`src/rtl/mult_div_ctrl.sv`:
```
// Multicycle signed multiply/divide sequencer feeding the HI/LO result registers.
// Operand magnitudes are processed over WIDTH iterations, then signs are fixed up in a final cycle.
module mult_div_ctrl #(
  parameter int WIDTH = 32,
  parameter int CNT_W = 5
) (
  input  logic             clk,
  input  logic             reset,
  input  logic             start,
  input  logic             op,
  input  logic [WIDTH-1:0] a,
  input  logic [WIDTH-1:0] b,
  output logic             busy,
  output logic             done,
  output logic             div_zero,
  output logic [WIDTH-1:0] hi,
  output logic [WIDTH-1:0] lo
);

  typedef enum logic [1:0] {IDLE, CALC, FIX} state_t;

  state_t             state;
  logic [CNT_W-1:0]   cnt;
  logic               op_r;
  logic               sign_a;
  logic               sign_b;
  logic [WIDTH-1:0]   mag_a;
  logic [WIDTH-1:0]   mag_b;
  logic [WIDTH-1:0]   quo;
  logic [WIDTH-1:0]   rem;
  logic [2*WIDTH-1:0] acc;

  logic [WIDTH-1:0]   abs_a;
  logic [WIDTH-1:0]   abs_b;
  logic [WIDTH:0]     add_sum;
  logic [WIDTH:0]     rem_shift;
  logic               rem_ge;
  logic [2*WIDTH-1:0] prod_fix;
  logic [WIDTH-1:0]   q_fix;
  logic [WIDTH-1:0]   r_fix;

  always_comb begin
    abs_a     = a[WIDTH-1] ? -a : a;
    abs_b     = b[WIDTH-1] ? -b : b;
    // Shift-add: acc holds {partial product, remaining multiplier bits}.
    add_sum   = {1'b0, acc[2*WIDTH-1:WIDTH]} + (acc[0] ? {1'b0, mag_a} : {(WIDTH+1){1'b0}});
    // Restoring divide: quo shifts dividend bits out the top while quotient bits enter at the bottom.
    rem_shift = {rem, quo[WIDTH-1]};
    rem_ge    = rem_shift >= {1'b0, mag_b};
    prod_fix  = (sign_a ^ sign_b) ? -acc : acc;
    q_fix     = (sign_a ^ sign_b) ? -quo : quo;
    r_fix     = sign_a ? -rem : rem;
  end

  always_ff @(posedge clk) begin
    if (!reset) begin
      state    <= IDLE;
      cnt      <= '0;
      op_r     <= 1'b0;
      sign_a   <= 1'b0;
      sign_b   <= 1'b0;
      mag_a    <= '0;
      mag_b    <= '0;
      quo      <= '0;
      rem      <= '0;
      acc      <= '0;
      busy     <= 1'b0;
      done     <= 1'b0;
      div_zero <= 1'b0;
      hi       <= '0;
      lo       <= '0;
    end else begin
      done     <= 1'b0;
      div_zero <= 1'b0;
      case (state)
        IDLE: begin
          if (start) begin
            if (op && (b == '0)) begin
              done     <= 1'b1;
              div_zero <= 1'b1;
            end else begin
              op_r   <= op;
              sign_a <= a[WIDTH-1];
              sign_b <= b[WIDTH-1];
              mag_a  <= abs_a;
              mag_b  <= abs_b;
              acc    <= {{WIDTH{1'b0}}, abs_b};
              quo    <= abs_a;
              rem    <= '0;
              cnt    <= '0;
              busy   <= 1'b1;
              state  <= CALC;
            end
          end
        end
        CALC: begin
          acc <= {add_sum, acc[WIDTH-1:1]};
          rem <= rem_ge ? WIDTH'(rem_shift - {1'b0, mag_b}) : rem_shift[WIDTH-1:0];
          quo <= {quo[WIDTH-2:0], rem_ge};
          cnt <= cnt + CNT_W'(1);
          if (cnt == CNT_W'(WIDTH-1)) state <= FIX;
        end
        FIX: begin
          if (op_r) begin
            hi <= r_fix;
            lo <= q_fix;
          end else begin
            hi <= prod_fix[2*WIDTH-1:WIDTH];
            lo <= prod_fix[WIDTH-1:0];
          end
          done  <= 1'b1;
          busy  <= 1'b0;
          state <= IDLE;
        end
        default: state <= IDLE;
      endcase
    end
  end

endmodule

```
`config.mk`:
```
export PLATFORM = sky130hd
export DESIGN_NAME = mult_div_ctrl
export DESIGN_NICKNAME = d
export VERILOG_FILES = /design/src/rtl/mult_div_ctrl.sv
export SDC_FILE = /design/constraint.sdc
export NUM_CORES = 1
export LEC_CHECK = 0
export CAP_MARGIN = 10
export CORE_MARGIN = 1.5
export CORE_UTILIZATION = 40
export CTS_CLUSTER_SIZE = 12
export DETAILED_ROUTE_END_ITERATION = 12
export PLACE_DENSITY = 0.67
export REMOVE_ABC_BUFFERS = 1
export SLEW_MARGIN = 5
export SYNTH_ARGS = -nofsm -noshare
export SYNTH_HDL_FRONTEND = slang
export SYNTH_SLANG_ARGS = --single-unit
```
`constraint.sdc`:
```
create_clock -name clk -period 4.85 [get_ports clk]
set_input_delay 0.97 -clock clk [delete_from_list [all_inputs] [get_ports clk]]
set_output_delay 0.97 -clock clk [all_outputs]
set_load 0.01 [all_outputs]
```
==> summary.txt <==
outcome -> complete, no violations
Antenna Cells -> 0
First-pass DRT Iterations -> 6
ratio of cells with drive above 1 in the final layout -> 5.05%
achievable frequency -> 239 MHz
CTS H-tree lvls -> 1
FFs w/ async S/R, synth -> 0%
port bufs -> 134
# fillers -> 4196
core area -> 0.0431 mm2
first-pass GRT wire length -> 89800 um
Worst EP required -> 5.26 ns
synth cell count leaders -> nand2_1 (271), dfxtp_1 (269), a21oi_1 (242), nor2_1 (242), o21ai_0 (158)
cell count of the worst hold path -> 2
fin. max-slew vios -> 0
Initial Util -> 40.5%
number of synthesized flops with an enable pin -> 0
Routed Wire Length -> 57200 um
boundary pin count -> 135
setup bufs post-CTS -> 0
FF+latch count, synth -> 269
initial antenna violation count -> 1
# hold bufs at CTS -> 0
Chip Height -> 212 um
DR iter-0 viols -> 1597
Area Overhead vs Synth -> 16.4%
Syn Std Cell Area -> 0.0175 mm2
Hold Crit Class -> register to register
met1 Use GR -> 33.6%
power consumption -> 9.89 mW
Clock Skew -> 0.0115 ns
final setup TNS -> 0 ns
P_leak -> 7.96 nW
vias in the first global route -> 16357
most frequent cell after synthesis -> nand2_1
Final Hold Viols -> 0
crit share post-route -> 86.1%
ranking of synthesized cells by area -> dfxtp_1 (31%), a21oi_1 (6.9%), xor2_1 (6.4%)
TritonCTS buffer count -> 29
Sink Count -> 269
Critical Path AT -> 4.59 ns
CP Capture Type -> register
worst skew pair latency -> 0.57 ns
worst-margin pin slew -> 0.968 ns
FF-to-FF path depth -> 13
CTS tree -> built
min cycle time layout -> 4.18 ns
Via density -> 5.84
Yosys top cell area share -> 30.8%
clock root buffer -> clkbuf_16
PostCTS Resize Cnt -> 0
CP Max Fanout -> 67
RSZ-0062 raised after global routing -> no
grt total ovfl -> 0
crit path kind -> input port to register
post-synth top area cell -> dfxtp_1
Gate Count Post-Synth -> 2290
largest net degree at the start of global routing -> 88
crit start category -> input port
final net count -> 2496
Final setup viols -> 0
Netlist cell types -> 74
die width -> 212 um
highest ir drop seen on vdd -> 0.568 mV
gr busiest metal -> met2
post-synthesis sequential area ratio -> 30.8%
Final GP Congestion -> 0.930
Synth Warn # -> 0
pwr/cell area -> 487 mW/mm2
drt drc -> 0
GR Util met3 -> 2.40%
dominant synthesized flop cell -> dfxtp_1
Routed Antenna Nets -> 0
CTS clk-pin slew, worst paths -> 0.06 ns
met2 usage -> 40.9%
Max Root-Sink Buffers -> 3
worst rel slew slack -> 35.3%
Max Cap Viol -> 0
Die ar. -> 0.0449 mm2
post-DP HPWL -> 42500 um
via count -> 17272
GRT Overall Usage -> 25.1%
Avg WL per Cell -> 19.3 um
syn avg cell area -> 7.63 um2
Rows -> 76
-- cell families (layout without fill, tap and decap cells) --
group | count (synthesis) | count (layout) | share of synthesized area, %
adders and majority gates | 73 | 73 | 5.32
xor gates and xnor gates | 222 | 222 | 11.1
buffers and inverters | 211 | 296 | 5.14
AOI/OAI and AO/OA | 682 | 682 | 24.5
DFF | 269 | 269 | 30.8
muxes | 33 | 33 | 1.96
and+or+nand+nor | 800 | 800 | 21.1
-- stage by stage --
stage          hold slack, ns  cell area (um2)  cells  setup WS, ns  utilization (%)
2_1_floorplan           0.429            16800   2154         -1.13                -
3_3_place_gp            0.426            19300   2908         0.188             44.9
3_5_place_dp            0.430            19300   2908         0.140             44.9
4_1_cts                 0.438            20300   2959         0.704             47.1
5_1_grt                 0.451            20300   2960         0.466             47.2
6_report                0.434            20300   2960         0.674             47.2
-- worst paths after layout --
kind / endpoint / slack [ns] / start
min: hi[9]$_SDFFE_PN0P_ / 0.43 / hi[9]$_SDFFE_PN0P_
min reg2reg: hi[9]$_SDFFE_PN0P_ / 0.43 / hi[9]$_SDFFE_PN0P_
max: quo[21]$_SDFFE_PN0P_ / 0.67 / b[1]
max reg2reg: rem[28]$_SDFFE_PN0P_ / 1.03 / quo[31]$_SDFFE_PN0P_
-- cell type report --
type | count | area (um2) | area share (%)
Multi-Input combinational cell | 1810 | 11200 | 55.4
Sequential cell | 269 | 5390 | 26.5
Timing Repair Buffer | 170 | 1690 | 8.32
Clock buffer | 48 | 937 | 4.61
Tap cell | 585 | 732 | 3.60
Inverter | 75 | 284 | 1.40
Clock inverter | 3 | 40.0 | 0.197
-- cells in the final DEF, fill, tap and decap left out, drive strengths merged, types with 36 or more instances in the layout --
master	Yosys	layout
a21o	37	37
clkdlybuf4s50	0	134
a221oi	45	45
o31ai	43	43
dfxtp	269	269
xor2	128	128
xnor2	94	94
and2	36	36
nand2	272	272
ha	71	71
nor3	44	44
inv	74	75
o21ai	165	165
nand3	51	51
a21oi	242	242
clkbuf	101	48
buf	35	36
nor2	245	245
-- report_power, final --
group	internal [mW]	switching, mW
Sequential	2.40	0.291
Clock	1.35	0.925
Combinational	1.99	2.94
-- flip-flops by register name, indices dropped and copies added (netlist names) --
| register | flops |
|---|---|
| acc | 64 |
| busy | 1 |
| cnt | 5 |
| div_zero | 1 |
| done | 1 |
| hi | 32 |
| lo | 32 |
| mag_a | 32 |
| mag_b | 32 |
| op_r | 1 |
| quo | 32 |
| rem | 32 |
| sign_a | 1 |
| sign_b | 1 |
| state | 2 |
-- worst max-delay path, cell delays in order --
cell and delay [ns]:
clkdlybuf4s50_1 0.46, inv_1 0.08, ha_1 0.14, or3b_1 0.38, or4_1 0.45, or3_1 0.53
or3_4 0.40, or2_1 0.28, nand2_4 0.12, buf_12 0.26, nor2_1 0.11, a221oi_1 0.25
nor2_1 0.08
-- routing by layer --
layer  share of wire [%]  wire length [um]
met5                   0                 0
met4                 4.4              2500
met2                  45             25800
met3                 6.8              3890
met1                  44             25000
Note: power is estimated with default switching activity, not from simulation.
